<file path="config.mk">
export PLATFORM = sky130hd
export DESIGN_NAME = bcd_converter_seq_flat
export DESIGN_NICKNAME = d
export VERILOG_FILES = /design/src/rtl/bcd_converter_seq_if.sv /design/src/rtl/bcd_converter_seq.sv /design/src/flat_wrapper.sv
export SDC_FILE = /design/constraint.sdc
export NUM_CORES = 1
export LEC_CHECK = 0
export ABC_AREA = 1
export CAP_MARGIN = 25
export CORE_UTILIZATION = 45
export CTS_BUF_LIST = sky130_fd_sc_hd__clkbuf_16
export DETAILED_ROUTE_END_ITERATION = 8
export PLACE_DENSITY_LB_ADDON = 0.2
export SLEW_MARGIN = 20
export SYNTH_ARGS = -nofsm -noshare
export SYNTH_HDL_FRONTEND = slang
export SYNTH_SLANG_ARGS = --single-unit
</file>
<file path="constraint.sdc">
create_clock -name Clock -period 2 [get_ports Clock]
set_input_delay 0.4 -clock Clock [delete_from_list [all_inputs] [get_ports Clock]]
set_output_delay 0.4 -clock Clock [all_outputs]
set_load 0.01 [all_outputs]
</file>
<file path="src/rtl/bcd_converter_seq_if.sv">
// ---------------------------------------------------------------------------
// bcd_converter_seq_if
// Handshake and data bundle between the processor datapath and the sequential
// binary-to-BCD converter.
//
// Signals:
//   Start    request a conversion (driven by master)
//   Valor    W-bit binary value to convert (driven by master)
//   Busy     conversion in progress (driven by slave)
//   Done     one-cycle pulse, Digitos just updated (driven by slave)
//   Digitos  packed BCD, [3:0] = units, [7:4] = tens, ... (driven by slave)
//   Negativo sign of the last converted value (driven by slave)
//
// Modports:
//   master  requester side (datapath / testbench)
//   slave   converter side
// ---------------------------------------------------------------------------
interface bcd_converter_seq_if #(
   parameter int W      = 16,
   parameter int DIGITS = 5
);
   logic                  Start;
   logic [W-1:0]          Valor;
   logic                  Busy;
   logic                  Done;
   logic [4*DIGITS-1:0]   Digitos;
   logic                  Negativo;

   modport master (
      output Start,
      output Valor,
      input  Busy,
      input  Done,
      input  Digitos,
      input  Negativo
   );

   modport slave (
      input  Start,
      input  Valor,
      output Busy,
      output Done,
      output Digitos,
      output Negativo
   );
endinterface

</file>
<file path="src/rtl/bcd_converter_seq.sv">
// ---------------------------------------------------------------------------
// bcd_converter_seq
// Sequential binary-to-BCD converter (shift-add-3 / double-dabble), one bit
// per clock. Feeds packed decimal nibbles to the 7-segment decoders.
//
// Ports:
//   Clock   single system clock, rising edge
//   Resetn  synchronous, active-low reset
//   bus     bcd_converter_seq_if.slave: Start, Valor in; Busy, Done,
//           Digitos, Negativo out (all outputs registered)
//
// Parameters:
//   W       binary input width (>= 4)
//   DIGITS  number of BCD digits, 10^DIGITS > 2^W - 1
//
// Optional feature macro: BCD_CONVERTER_SIGNED_EN
//   defined   -> Valor is two's complement; magnitude is converted and the
//                sign is reported on Negativo.
//   undefined -> Valor is unsigned, Negativo is tied to 0.
//
// Timeline (accepting edge E0): Busy high after E0, W shifts at E1..EW,
// the FSM sits in DONE for one cycle, and at E(W+1) Digitos/Done update.
// The DONE cycle accepts a new Start, so a held Start gives one result
// every W+1 cycles.
// ---------------------------------------------------------------------------
module bcd_converter_seq #(
   parameter int W      = 16,
   parameter int DIGITS = 5
) (
   input  logic               Clock,
   input  logic               Resetn,
   bcd_converter_seq_if.slave bus
);
   localparam int CW = $clog2(W + 1);
   localparam int BW = 4 * DIGITS;

   typedef enum logic [1:0] {
      IDLE  = 2'd0,
      SHIFT = 2'd1,
      DONE  = 2'd2
   } state_t;

   state_t          state_reg,   state_next;
   logic [W-1:0]    bin_reg,     bin_next;
   logic [BW-1:0]   scratch_reg, scratch_next;
   logic [CW-1:0]   cnt_reg,     cnt_next;
   logic [BW-1:0]   digitos_reg, digitos_next;
   logic            busy_reg,    busy_next;
   logic            done_reg,    done_next;
   logic [BW-1:0]   corrected;
   logic [W-1:0]    load_value;
   logic            accept;

`ifdef BCD_CONVERTER_SIGNED_EN
   logic            sign_reg, sign_next;
   logic            neg_reg,  neg_next;
   logic            load_sign;

   // Negative inputs are converted as their W-bit magnitude; the most
   // negative value wraps to itself, which read unsigned is 2^(W-1).
   assign load_sign  = bus.Valor[W-1];
   assign load_value = load_sign ? (~bus.Valor + W'(1)) : bus.Valor;
`else
   assign load_value = bus.Valor;
`endif

   // Add-3 correction on every nibble >= 5, applied combinationally ahead
   // of the registered shift so one bit is consumed per clock.
   genvar gi;
   generate
      for (gi = 0; gi < DIGITS; gi++) begin : g_adj
         assign corrected[4*gi +: 4] = (scratch_reg[4*gi +: 4] >= 4'd5)
                                       ? scratch_reg[4*gi +: 4] + 4'd3
                                       : scratch_reg[4*gi +: 4];
      end
   endgenerate

   // State and datapath registers
   always_ff @(posedge Clock) begin
      if (!Resetn) begin
         state_reg   <= IDLE;
         bin_reg     <= '0;
         scratch_reg <= '0;
         cnt_reg     <= '0;
         digitos_reg <= '0;
         busy_reg    <= 1'b0;
         done_reg    <= 1'b0;
`ifdef BCD_CONVERTER_SIGNED_EN
         sign_reg    <= 1'b0;
         neg_reg     <= 1'b0;
`endif
      end else begin
         state_reg   <= state_next;
         bin_reg     <= bin_next;
         scratch_reg <= scratch_next;
         cnt_reg     <= cnt_next;
         digitos_reg <= digitos_next;
         busy_reg    <= busy_next;
         done_reg    <= done_next;
`ifdef BCD_CONVERTER_SIGNED_EN
         sign_reg    <= sign_next;
         neg_reg     <= neg_next;
`endif
      end
   end

   // Next-state and datapath logic
   always_comb begin
      state_next   = state_reg;
      bin_next     = bin_reg;
      scratch_next = scratch_reg;
      cnt_next     = cnt_reg;
      digitos_next = digitos_reg;
      busy_next    = busy_reg;
      done_next    = 1'b0;
      accept       = 1'b0;
`ifdef BCD_CONVERTER_SIGNED_EN
      sign_next    = sign_reg;
      neg_next     = neg_reg;
`endif

      case (state_reg)
         IDLE: begin
            if (bus.Start) begin
               accept = 1'b1;
            end
         end

         SHIFT: begin
            // Start is deliberately not looked at here: requests made while
            // busy are dropped, not queued.
            {scratch_next, bin_next} = {corrected, bin_reg} << 1;
            cnt_next = cnt_reg - 1'b1;
            if (cnt_reg == CW'(1)) begin
               state_next = DONE;
               busy_next  = 1'b0;
            end
         end

         DONE: begin
            digitos_next = scratch_reg;
            done_next    = 1'b1;
`ifdef BCD_CONVERTER_SIGNED_EN
            neg_next     = sign_reg;
`endif
            if (bus.Start) begin
               accept = 1'b1;
            end else begin
               state_next = IDLE;
            end
         end

         default: begin
            state_next = IDLE;
            busy_next  = 1'b0;
         end
      endcase

      if (accept) begin
         bin_next     = load_value;
         scratch_next = '0;
         cnt_next     = CW'(W);
         state_next   = SHIFT;
         busy_next    = 1'b1;
`ifdef BCD_CONVERTER_SIGNED_EN
         sign_next    = load_sign;
`endif
      end
   end

   assign bus.Busy    = busy_reg;
   assign bus.Done    = done_reg;
   assign bus.Digitos = digitos_reg;
`ifdef BCD_CONVERTER_SIGNED_EN
   assign bus.Negativo = neg_reg;
`else
   assign bus.Negativo = 1'b0;
`endif

endmodule

</file>
<file path="src/flat_wrapper.sv">
// flat-port wrapper written by rule: the top's interface ports become plain ports
module bcd_converter_seq_flat 
#(
   parameter int W      = 16,
   parameter int DIGITS = 5
)
  (Clock, Resetn, bus_Start, bus_Valor, bus_Busy, bus_Done, bus_Digitos, bus_Negativo);
  bcd_converter_seq_if #(.W(W), .DIGITS(DIGITS)) bus_i ();
  input  logic Clock;
  input  logic Resetn;
  input wire logic [$bits(bus_i.Start)-1:0] bus_Start;
  input wire logic [$bits(bus_i.Valor)-1:0] bus_Valor;
  output wire logic [$bits(bus_i.Busy)-1:0] bus_Busy;
  output wire logic [$bits(bus_i.Done)-1:0] bus_Done;
  output wire logic [$bits(bus_i.Digitos)-1:0] bus_Digitos;
  output wire logic [$bits(bus_i.Negativo)-1:0] bus_Negativo;
  assign bus_i.Start = bus_Start;
  assign bus_i.Valor = bus_Valor;
  assign bus_Busy = bus_i.Busy;
  assign bus_Done = bus_i.Done;
  assign bus_Digitos = bus_i.Digitos;
  assign bus_Negativo = bus_i.Negativo;
  bcd_converter_seq #(.W(W), .DIGITS(DIGITS)) u_core (.Clock(Clock), .Resetn(Resetn), .bus(bus_i));
endmodule
</file>
## Yosys cells after proc, flatten, opt, wreduce, memory -nomap -nowiden

Cells that the tools add are included.
Widths: inputs -> output; s select.

| cells by class | value |
|---|---|
| $add $sub $neg | 6 |
| magnitude comparators | 5 |
| equal/unequal tests | 9 |
| multiplexer cells | 19 |
| bitwise logic cells | 2 |
| reduce and logical (&&, ||, !) cells | 7 |

Operators with widths:

| operator | count |
|---|---|
| $mux 16 | 2 |
| $ge 4x3->1 const B | 5 |
| $add 4x2->4 const B | 4 |
| $mux 4 | 4 |
| $mux 5 | 2 |
| $mux 1 | 6 |
| $ne 2x1->1 const B | 3 |
| $pmux 2 s3 | 1 |
| $reduce_and 3->1 | 2 |
| $eq 5x1->1 const B | 1 |
| $sub 5x1->5 const B | 1 |
| $mux 2 | 2 |
| $reduce_or 2->1 | 2 |
| $add 3x2->3 const B | 1 |
| $mux 3 | 1 |
| $ne 3x1->1 const B | 1 |
| $ne 3x2->1 const B | 1 |
| $eq 2x1->1 const B | 1 |
| $eq 2x2->1 const B | 1 |
| $logic_not 2->1 | 1 |
| $ne 2x2->1 const B | 1 |
| $not 1->1 | 2 |
| $pmux 1 s2 | 1 |
| $reduce_and 2->1 | 1 |
| $reduce_bool 2->1 | 1 |

| storage, ports and cells | value |
|---|---|
| register bits | 65 |
| input port bits | 19 |
| output and inout port bits | 23 |

## Longest topological paths before layout

Gate-level depths: netlist of the first run.

| logic depth | value |
|---|---|
| word-level depth | 5 |
| gate-level depth with buffers | 10 |
| gate-level depth less buffers | 10 |

## Worst setup path before layout of the first run

Ideal clock, no wire load.

| path | value |
|---|---|
| path kind | register -> register |
| from | reg u_core.scratch_reg[16] |
| to | reg u_core.scratch_reg[17] |
| setup time | 0.109 ns |
| data arrival time | 1.122 ns |
| path slack | 0.769 ns |
| stages on the path, launching flop included | 10 |
| clock period less this slack | 1.231 ns |
| cells stage by stage | dfxtp_1 inv_1 ha_1 inv_1 o21ai_0 nand2_1 nand2_1 nand3_1 nand2_1 inv_1 |

| on the way | value |
|---|---|
| longest elaborated chain between the ends | 2 |
| elaborated cells between the ends (all ways) | 3 |
| classes of those cells | add/sub (1); order compare (1); mux (1) |

Ends and longest elaborated chain:

| element | line | RTL |
|---|---|---|
| start: declaration | bcd_converter_seq.sv:45 | `logic [BW-1:0] scratch_reg, scratch_next;` |
| start signal: assignment | bcd_converter_seq.sv:95 | `scratch_reg <= scratch_next;` |
| $ge 4x3->1 or $add 3x2->3 (tied branches) | bcd_converter_seq.sv:72, bcd_converter_seq.sv:73 |  |
| $mux 3 * | bcd_converter_seq.sv:73 | `? scratch_reg[4*gi +: 4] + 4'd3` |

Mark *: on every way between the ends. The rest lies on a longest branch, timed or not.
A chain may end at the register's enable or synchronous reset.

## Final worst setup path of the first run

| path | value |
|---|---|
| from | reg u_core.digitos_reg[0] (netlist: u_core.bus.Digitos[0]) |
| to | out bus_Digitos[0] |

RTL lines:

| element | line | RTL |
|---|---|---|
| start: declaration | bcd_converter_seq.sv:47 | `logic [BW-1:0] digitos_reg, digitos_next;` |
| start signal: assignment | bcd_converter_seq.sv:97 | `digitos_reg <= digitos_next;` |
| end: declaration | flat_wrapper.sv:15 | `output wire logic [$bits(bus_i.Digitos)-1:0] bus_Digitos;` |

No word-level cell between the ends.

==> results.json, run 1 <==
{
  "power.density_nw_per_um2": 841,
  "post_dp_cell_area_um2": 3410,
  "core_area_um2": 6390,
  "required_ns": 1.60,
  "setup-violations-final": 0,
  "h-tree-depth": 3,
  "start_kind": "flop",
  "ir_drop_uv": 489,
  "ff2ff_setup_slack_ns": 0.43,
  "yosysWarnings": 0,
  "syn_nets": 441,
  "yosys.area.top_type": "dfxtp_1",
  "grt_pass1_vias": 2425,
  "finClkSkew_ns": 0.00419,
  "rsz0062_at_grt": "false",
  "drive_gt1_share_pct": 6.65,
  "worst_pin_slew_ns": 0.523,
  "die_w_um": 83.5,
  "setup_ws_ns": 0.403,
  "cts_setup_buffers": 0,
  "finalHoldViolCount": 0,
  "slew_viol_final": 0,
  "initial_core_util_pct": 46.7,
  "gr-total-overflow": 0,
  "cp_top_family": "buffers and inverters",
  "syn_to_final_growth_pct": 22.8,
  "rows": 29,
  "fmax_mhz": 626,
  "fin_area_um2": 3670,
  "fillers": 597,
  "clk_pin_slew_ns": 0.05,
  "crit_path_max_incr_delay_ns": 0.54,
  "chipHeight_um": 83.5,
  "path_class": "flop to primary output",
  "maxCapViolations": 0,
  "gp_congestion": 0.829,
  "cts_buffer_depth": 2,
  "leakagePower_nw": 1.56,
  "crit_buf_inv": 1,
  "drc": 0,
  "cts_resized": 0,
  "drtIter0Drc": 103,
  "grt_max_degree": 39,
  "drt-total-wl_um": 6010,
  "finalCriticalPeriod_ns": 1.60,
  "antenna_found_initial": 0,
  "path_cells": "clkdlybuf4s50_1",
  "dr_total_vias": 2635,
  "end_kind": "primary output",
  "wl_per_cell_um": 11.4,
  "slew_headroom_pct": 65.1,
  "most-common-layout-cells": "73 x nand2_1, 65 x dfxtp_1, 49 x inv_1, 49 x a21oi_1, 45 x o21ai_0",
  "clk_latency_ns": 0.33,
  "synth_area_per_cell_um2": 7.28,
  "viasPerCell": 4.99,
  "cts_tree": "built",
  "crit_arrival_ns": 1.20,
  "finalSetupTns_ns": 0,
  "ios": 42,
  "numCtsBuffers": 9,
  "synthCells": 410,
  "synth_top_area_share_pct": 43.6,
  "outcome": "finished, final reports clean",
  "final_common_cell": "nand2_1",
  "finalCritPeriodShare_pct": 79.9,
  "portBuffers": 40,
  "ys_ff_latch": 65,
  "drtAntennaViolNets": 0,
  "cpMaxStageDelayCell": "clkdlybuf4s50_1",
  "grt_pass1_wl_um": 10800,
  "clock_sinks": 65,
  "clock-root-buffer": "clkbuf_16",
  "cts_hold_buf": 0,
  "layout.nets": 477,
  "drt_pre_antenna_iters": 4,
  "ys_top_cells_by_area": "dfxtp_1 44%, nand2_1 9.2%, a21oi_1 8.2%, o21ai_0 7.5%, inv_1 5.8%",
  "syn_area_um2": 2990,
  "p_total_w": 0.00308,
  "hold_path.class": "flop to flop",
  "dp_slack_ns": 0.312,
  "design.die.area_um2": 6960,
  "diodes": 0,
  "grt_usage_pct": 19.3,
  "ys_types": 23,
  "yosysSeqAreaShare_pct": 43.6,
  "cp_max_fo": 2,
  "hpwl_um": 4020
}
layout make-up:
class | count | area, µm² | share of cell area (%)
clock inverter | 7 | 31.3 | 0.853
clock buffer | 9 | 225 | 6.14
multi-input combinational | 274 | 1370 | 37.3
tap | 77 | 96.3 | 2.63
timing repair buffer | 46 | 458 | 12.5
inverter | 50 | 188 | 5.12
sequential | 65 | 1300 | 35.5
routing by layer:
metal  part of all wire, %  GRT usage, %
met3                   3.1          3.86
met1                    48          24.8
met5                     0             0
met4                   2.3          11.2
met2                    46          30.3
path summary, 6_finish.rpt:
check	startpoint	to	cells past startpoint
worst max-delay path	u_core.bus.Digitos[0]	bus_Digitos[0]	1
worst min-delay path	u_core.bin_reg[1]	u_core.bin_reg[1]	2
worst max register to register	u_core.state_reg[1]	u_core.cnt_reg[2]	6
worst min register to register	u_core.bin_reg[1]	u_core.bin_reg[1]	2
logic make-up after synthesis:
family	share of synthesized area, %
buf+inv	10.6
xor+xnor	0.293
fa+ha+maj	5.03
other cells	0.126
flops	43.6
simple gates	23.1
compound gates	17.2
power breakdown:
group / switching [W] / total, W / internal, W
sequential: 0.0000401 / 0.00140 / 0.00136
combinational: 0.000205 / 0.000348 / 0.000143
clock: 0.000523 / 0.00134 / 0.000813
total: 0.000767 / 0.00308 / 0.00232
cells in the mapped netlist:
library cell / n
nand2_1: 73
o21ai_0: 45
buf_1: 1
xor2_1: 1
clkbuf_1: 3
nand3_1: 34
buf_4: 4
dfxtp_1: 65
nand2_2: 5
ha_1: 12
buf_6: 3
buf_2: 9
o211ai_1: 1
a21oi_1: 49
or2_0: 1
a211oi_2: 2
o2111a_1: 1
inv_1: 46
inv_2: 4
nor2_1: 29
nor3_1: 20
clkbuf_2: 1
conb_1: 1
metrics by stage:
stage | cells | utilization (%) | hold WS (ns)
after floorplan | 410 | - | 0.444
after global placement | 512 | 53.4 | 0.460
after detailed placement | 512 | 53.4 | 0.468
after CTS | 528 | 57.4 | 0.475
after global routing | 528 | 57.4 | 0.493
final | 528 | 57.4 | 0.470
(Power assumes the default switching activity.)
==> inputs of run 2 (changes only) <==
Clock period 2 ns to 1.48 ns, I/O delays scaled along.
==> run 2 against run 1 <==
  * Setup slack worse by 0.38 ns
  * Final cell count rose by 1.3%
  * Combinational power increased by 46%
  * Die area did not move
  * Non-clock buffer count is 7 higher
  * First-iteration DRC count down 3.9%
  * Final area grew 1.8%
  * Flip-flop and latch count unchanged
  * Largest cell class unchanged
  * Largest power group unchanged
==> results.json, run 2 (synthesized netlist as in run 1, its figures left out) <==
{
  "die_w_um": 83.5,
  "drc": 0,
  "p_switching_w": 0.00106,
  "drive_gt1_share_pct": 7.86,
  "portBuffers": 40,
  "clock-root-buffer": "clkbuf_16",
  "end_kind": "primary output",
  "cts_tree": "built",
  "cts_buffer_depth": 2,
  "placedCellCount": 519,
  "antenna_found_initial": 0,
  "required_ns": 1.18,
  "crit_buf_inv": 1,
  "chipHeight_um": 83.5,
  "ir_drop_uv": 1100,
  "initial_core_util_pct": 46.7,
  "path_class": "flop to primary output",
  "intPower_w": 0.00316,
  "final_common_cell": "nand2_1",
  "grt_pass1_wl_um": 10800,
  "grt_usage_pct": 19.4,
  "drtIter0Drc": 99,
  "drt_pre_antenna_iters": 4,
  "rows": 29,
  "hold_path.class": "flop to flop",
  "dp_slack_ns": -0.0135,
  "clk_pin_slew_ns": 0.05,
  "rsz0062_at_grt": "false",
  "finClkSkew_ns": 0.00345,
  "power.density_nw_per_um2": 1130,
  "fin_cells": 535,
  "crit_arrival_ns": 1.16,
  "drt-total-wl_um": 6270,
  "wl_per_cell_um": 11.7,
  "swShare_pct": 25.1,
  "gr-total-overflow": 0,
  "leakagePower_nw": 1.71,
  "setup_ws_ns": 0.0254,
  "hpwl_um": 4320,
  "syn_to_final_growth_pct": 25.1,
  "combPwrFrac_pct": 12.0,
  "p_clk_share_pct": 43.0,
  "finalHoldViolCount": 0,
  "design.die.area_um2": 6960,
  "grt_max_degree": 39,
  "crit_path_max_incr_delay_ns": 0.53,
  "finalSetupTns_ns": 0,
  "most-common-layout-cells": "73 x nand2_1, 65 x dfxtp_1, 49 x a21oi_1",
  "viasPerCell": 5.02,
  "finalCritPeriodShare_pct": 98.3,
  "cp_top_family": "buffers and inverters",
  "dr_total_vias": 2688,
  "path_cells": "clkdlybuf4s50_1",
  "numCtsBuffers": 9,
  "gp_congestion": 0.761,
  "drtAntennaViolNets": 0,
  "cpMaxStageDelayCell": "clkdlybuf4s50_1",
  "start_kind": "flop",
  "outcome": "finished, final reports clean",
  "grt_pass1_vias": 2476,
  "h-tree-depth": 3,
  "diodes": 0,
  "cp_max_fo": 1,
  "clk_latency_ns": 0.33,
  "cts_resized": 20,
  "core_area_um2": 6390,
  "setup-violations-final": 0,
  "fmax_mhz": 687,
  "cts_setup_buffers": 0,
  "clock_sinks": 65,
  "maxCapViolations": 0,
  "slew_viol_final": 0,
  "cts_hold_buf": 0,
  "seq_power_share_pct": 44.9,
  "layout.nets": 484,
  "ios": 42,
  "finalCriticalPeriod_ns": 1.45
}
run 2: cell types whose count changed in the layout (fill, tap and decap cells not counted):
cell,previous run,this run
buf_12,1,4
buf_4,5,9
clkdlybuf4s50_1,40,19
clkinv_1,0,2
clkinv_2,4,3
dlygate4sd2_1,0,20
dlymetal6s2s_1,0,1
inv_1,49,48
o21ai_0,45,44
o21ai_1,0,1
run 2: final timing paths:
check,startpoint,to,slack [ns],depth (start not counted)
worst max-delay path,u_core.bus.Done,bus_Done,0.03,1
worst min-delay path,u_core.bin_reg[1],u_core.bin_reg[1],0.47,2
worst max register to register,u_core.scratch_reg[12],u_core.scratch_reg[16],0.14,7
worst min register to register,u_core.bin_reg[1],u_core.bin_reg[1],0.47,2
run 2: metrics by stage:
step | area (µm²) | hold WS [ns] | total power [W] | utilization [%]
floorplan | 2990 | 0.437 | 0.00226 | -
global placement | 3500 | 0.457 | 0.00243 | 54.8
detailed placement | 3500 | 0.467 | 0.00244 | 54.8
CTS | 3730 | 0.474 | 0.00426 | 58.4
global route | 3730 | 0.507 | 0.00442 | 58.5
finish | 3730 | 0.474 | 0.00421 | 58.5
run 2: power by group through the flow:
stage / combinational [W] / clock [W] / sequential [W]
6_report: 0.000507 / 0.00181 / 0.00189
5_1_grt: 0.000570 / 0.00195 / 0.00190
4_1_cts: 0.000512 / 0.00186 / 0.00189
3_5_place_dp: 0.000512 / 0 / 0.00193
3_3_place_gp: 0.000504 / 0 / 0.00193
2_1_floorplan: 0.000338 / 0 / 0.00192
run 2: routing by layer:
layer	GRT usage (%)	vias up	wire [µm]
li1	-	1419	-
met1	23.3	1216	2950
met2	32.3	44	2990
met3	6.23	9	236
met4	7.40	0	89
met5	0	-	0
run 2: area by class of cell:
class	count	area, µm²
clock buffers	9	225
fillers	605	2650
clock inverters	7	30.0
multi-input cells	274	1370
flip-flops and latches	65	1300
repair buffers	53	526
well taps	77	96.3
inverters	50	188
==> inputs of run 3 (changes only) <==
--- a/config.mk
+++ b/config.mk
@@ -11,4 +11,5 @@
 export CTS_BUF_LIST = sky130_fd_sc_hd__clkbuf_16
 export DETAILED_ROUTE_END_ITERATION = 8
+export MAX_ROUTING_LAYER = met4
 export PLACE_DENSITY_LB_ADDON = 0.2
 export SLEW_MARGIN = 20
==> constraint.sdc (replaced) <==
create_clock -name Clock -period 1.48 [get_ports Clock]
set_input_delay 0.148 -clock Clock [delete_from_list [all_inputs] [get_ports Clock]]
set_output_delay 0.148 -clock Clock [all_outputs]
set_load 0.01 [all_outputs]
==> run 3 against run 2 <==
  * Clock-buffer cell count unchanged
  * Flip-flop and latch count is the same
  * Largest cell class unchanged
  * Sequential share of layout area down 0.28 points
  * Final area rose by 1.0%
  * Largest power group is now clock
  * Power increased by 3.9%
  * Highest routed layer unchanged
  * Setup slack gained 0.092 ns
  * Combinational power hardly changed
  * Register-to-register slack hardly changed
==> results.json, run 3 (synthesized netlist as in run 1, its figures left out) <==
{
  "finalCriticalPeriod_ns": 1.36,
  "grt_pass1_vias": 2625,
  "cts_hold_buf": 0,
  "end_kind": "primary output",
  "combPwrFrac_pct": 11.6,
  "cts_tree": "built",
  "fillers": 592,
  "fin_area_um2": 3770,
  "most-common-layout-cells": "73 x nand2_1, 63 x dfxtp_1, 49 x inv_1",
  "finalHoldViolCount": 0,
  "cts_setup_buffers": 0,
  "setup-violations-final": 0,
  "cts_resized": 0,
  "finalCritPeriodShare_pct": 92.1,
  "hold_path.class": "input pin to flop",
  "portBuffers": 40,
  "cp_top_family": "buffers and inverters",
  "regArea_um2": 1300,
  "layout.nets": 483,
  "seq_power_share_pct": 43.3,
  "grt_usage_pct": 20.5,
  "grt_pass1_wl_um": 11400,
  "drt-total-wl_um": 6450,
  "post_dp_cell_area_um2": 3480,
  "cpMaxStageDelayCell": "clkdlybuf4s50_1",
  "drive_gt1_share_pct": 8.53,
  "setup_ws_ns": 0.118,
  "placedCellCount": 518,
  "hpwl_um": 4370,
  "p_switching_w": 0.00105,
  "drc": 0,
  "slew_viol_final": 0,
  "gr-total-overflow": 0,
  "p_clk_share_pct": 45.1,
  "clk_latency_ns": 0.32,
  "crit_path_max_incr_delay_ns": 0.55,
  "clock-root-buffer": "clkbuf_16",
  "path_class": "flop to primary output",
  "rows": 29,
  "ios": 42,
  "finalSetupTns_ns": 0,
  "finClkSkew_ns": 0.00533,
  "gp_congestion": 0.835,
  "grt_max_degree": 39,
  "final_common_cell": "nand2_1",
  "diodes": 0,
  "dr_total_vias": 2751,
  "swShare_pct": 24.0,
  "cp_max_fo": 2,
  "dp_slack_ns": 0.122,
  "initial_core_util_pct": 46.7,
  "multi_input_area_um2": 1380,
  "clk_pin_slew_ns": 0.05,
  "viasPerCell": 5.15,
  "start_kind": "flop",
  "die_w_um": 83.5,
  "drt_pre_antenna_iters": 4,
  "path_cells": "clkdlybuf4s50_1",
  "ir_drop_uv": 928,
  "syn_to_final_growth_pct": 26.3,
  "required_ns": 1.33,
  "antenna_found_initial": 0,
  "fin_cells": 534,
  "drtAntennaViolNets": 0,
  "crit_buf_inv": 1,
  "rsz0062_at_grt": "false",
  "outcome": "finished, final reports clean",
  "leakagePower_nw": 1.61,
  "crit_arrival_ns": 1.21,
  "power.density_nw_per_um2": 1160,
  "chipHeight_um": 83.5,
  "wl_per_cell_um": 12.1,
  "cts_buffer_depth": 2,
  "core_area_um2": 6390,
  "intPower_w": 0.00332,
  "drtIter0Drc": 105,
  "post-route-util_pct": 59.1,
  "numCtsBuffers": 9,
  "clock_sinks": 65,
  "fmax_mhz": 734,
  "h-tree-depth": 3,
  "design.die.area_um2": 6960,
  "maxCapViolations": 0
}
run 3: changes by cell type in the layout (fill, tap and decap cells not counted), sizes merged:
cell and change:
clkdlybuf4s50 +21, inv +1, clkinv -2, bufinv +1
dlymetal6s2s -1, dlygate4sd2 -20, buf -1
run 3: path summary, 6_finish.rpt:
| check | from | endpoint | slack (ns) | depth (start not counted) |
|---|---|---|---|---|
| setup / recovery | u_core.bus.Busy | bus_Busy | 0.12 | 1 |
| setup reg to reg | u_core.scratch_reg[0] | u_core.scratch_reg[1] | 0.15 | 9 |
| hold reg to reg | u_core.bin_reg[1] | u_core.bin_reg[1] | 0.46 | 2 |
| hold / removal | bus_Valor[12] | u_core.bin_reg[12] | 0.39 | 3 |
run 3: power by group through the flow:
| stage | registers [W] | logic (W) | clock network (W) |
|---|---|---|---|
| global placement | 0.00193 | 0.000494 | 0 |
| finish | 0.00189 | 0.000507 | 0.00198 |
| detailed placement | 0.00193 | 0.000503 | 0 |
| floorplan | 0.00192 | 0.000338 | 0 |
| global route | 0.00190 | 0.000572 | 0.00208 |
| CTS | 0.00189 | 0.000508 | 0.00201 |
run 3: per-stage QoR:
| step | total power [W] | hold WS, ns |
|---|---|---|
| 2_1_floorplan | 0.00226 | 0.289 |
| 3_3_place_gp | 0.00242 | 0.462 |
| 3_5_place_dp | 0.00243 | 0.459 |
| 4_1_cts | 0.00441 | 0.388 |
| 5_1_grt | 0.00456 | 0.398 |
| 6_report | 0.00438 | 0.389 |
run 3: cell type report:
class                      count  share of cell area [%]
clock buffer                   9                    5.97
clock inverter                 7                    1.46
inverter                      50                    4.98
multi-input combinational    274                    36.5
sequential                    65                    34.6
tap                           77                    2.55
timing repair buffer          52                    14.0
run 3: layer usage:
layer | routed length, µm | part of all wire, % | global-route usage, % | vias to the layer above
li1 | - | - | - | 1419
met1 | 3050 | 47 | 23.9 | 1270
met2 | 3080 | 48 | 34.0 | 56
met3 | 249 | 3.9 | 5.93 | 6
met4 | 72 | 1.1 | 7.24 | 0
met5 | 0 | 0 | - | -
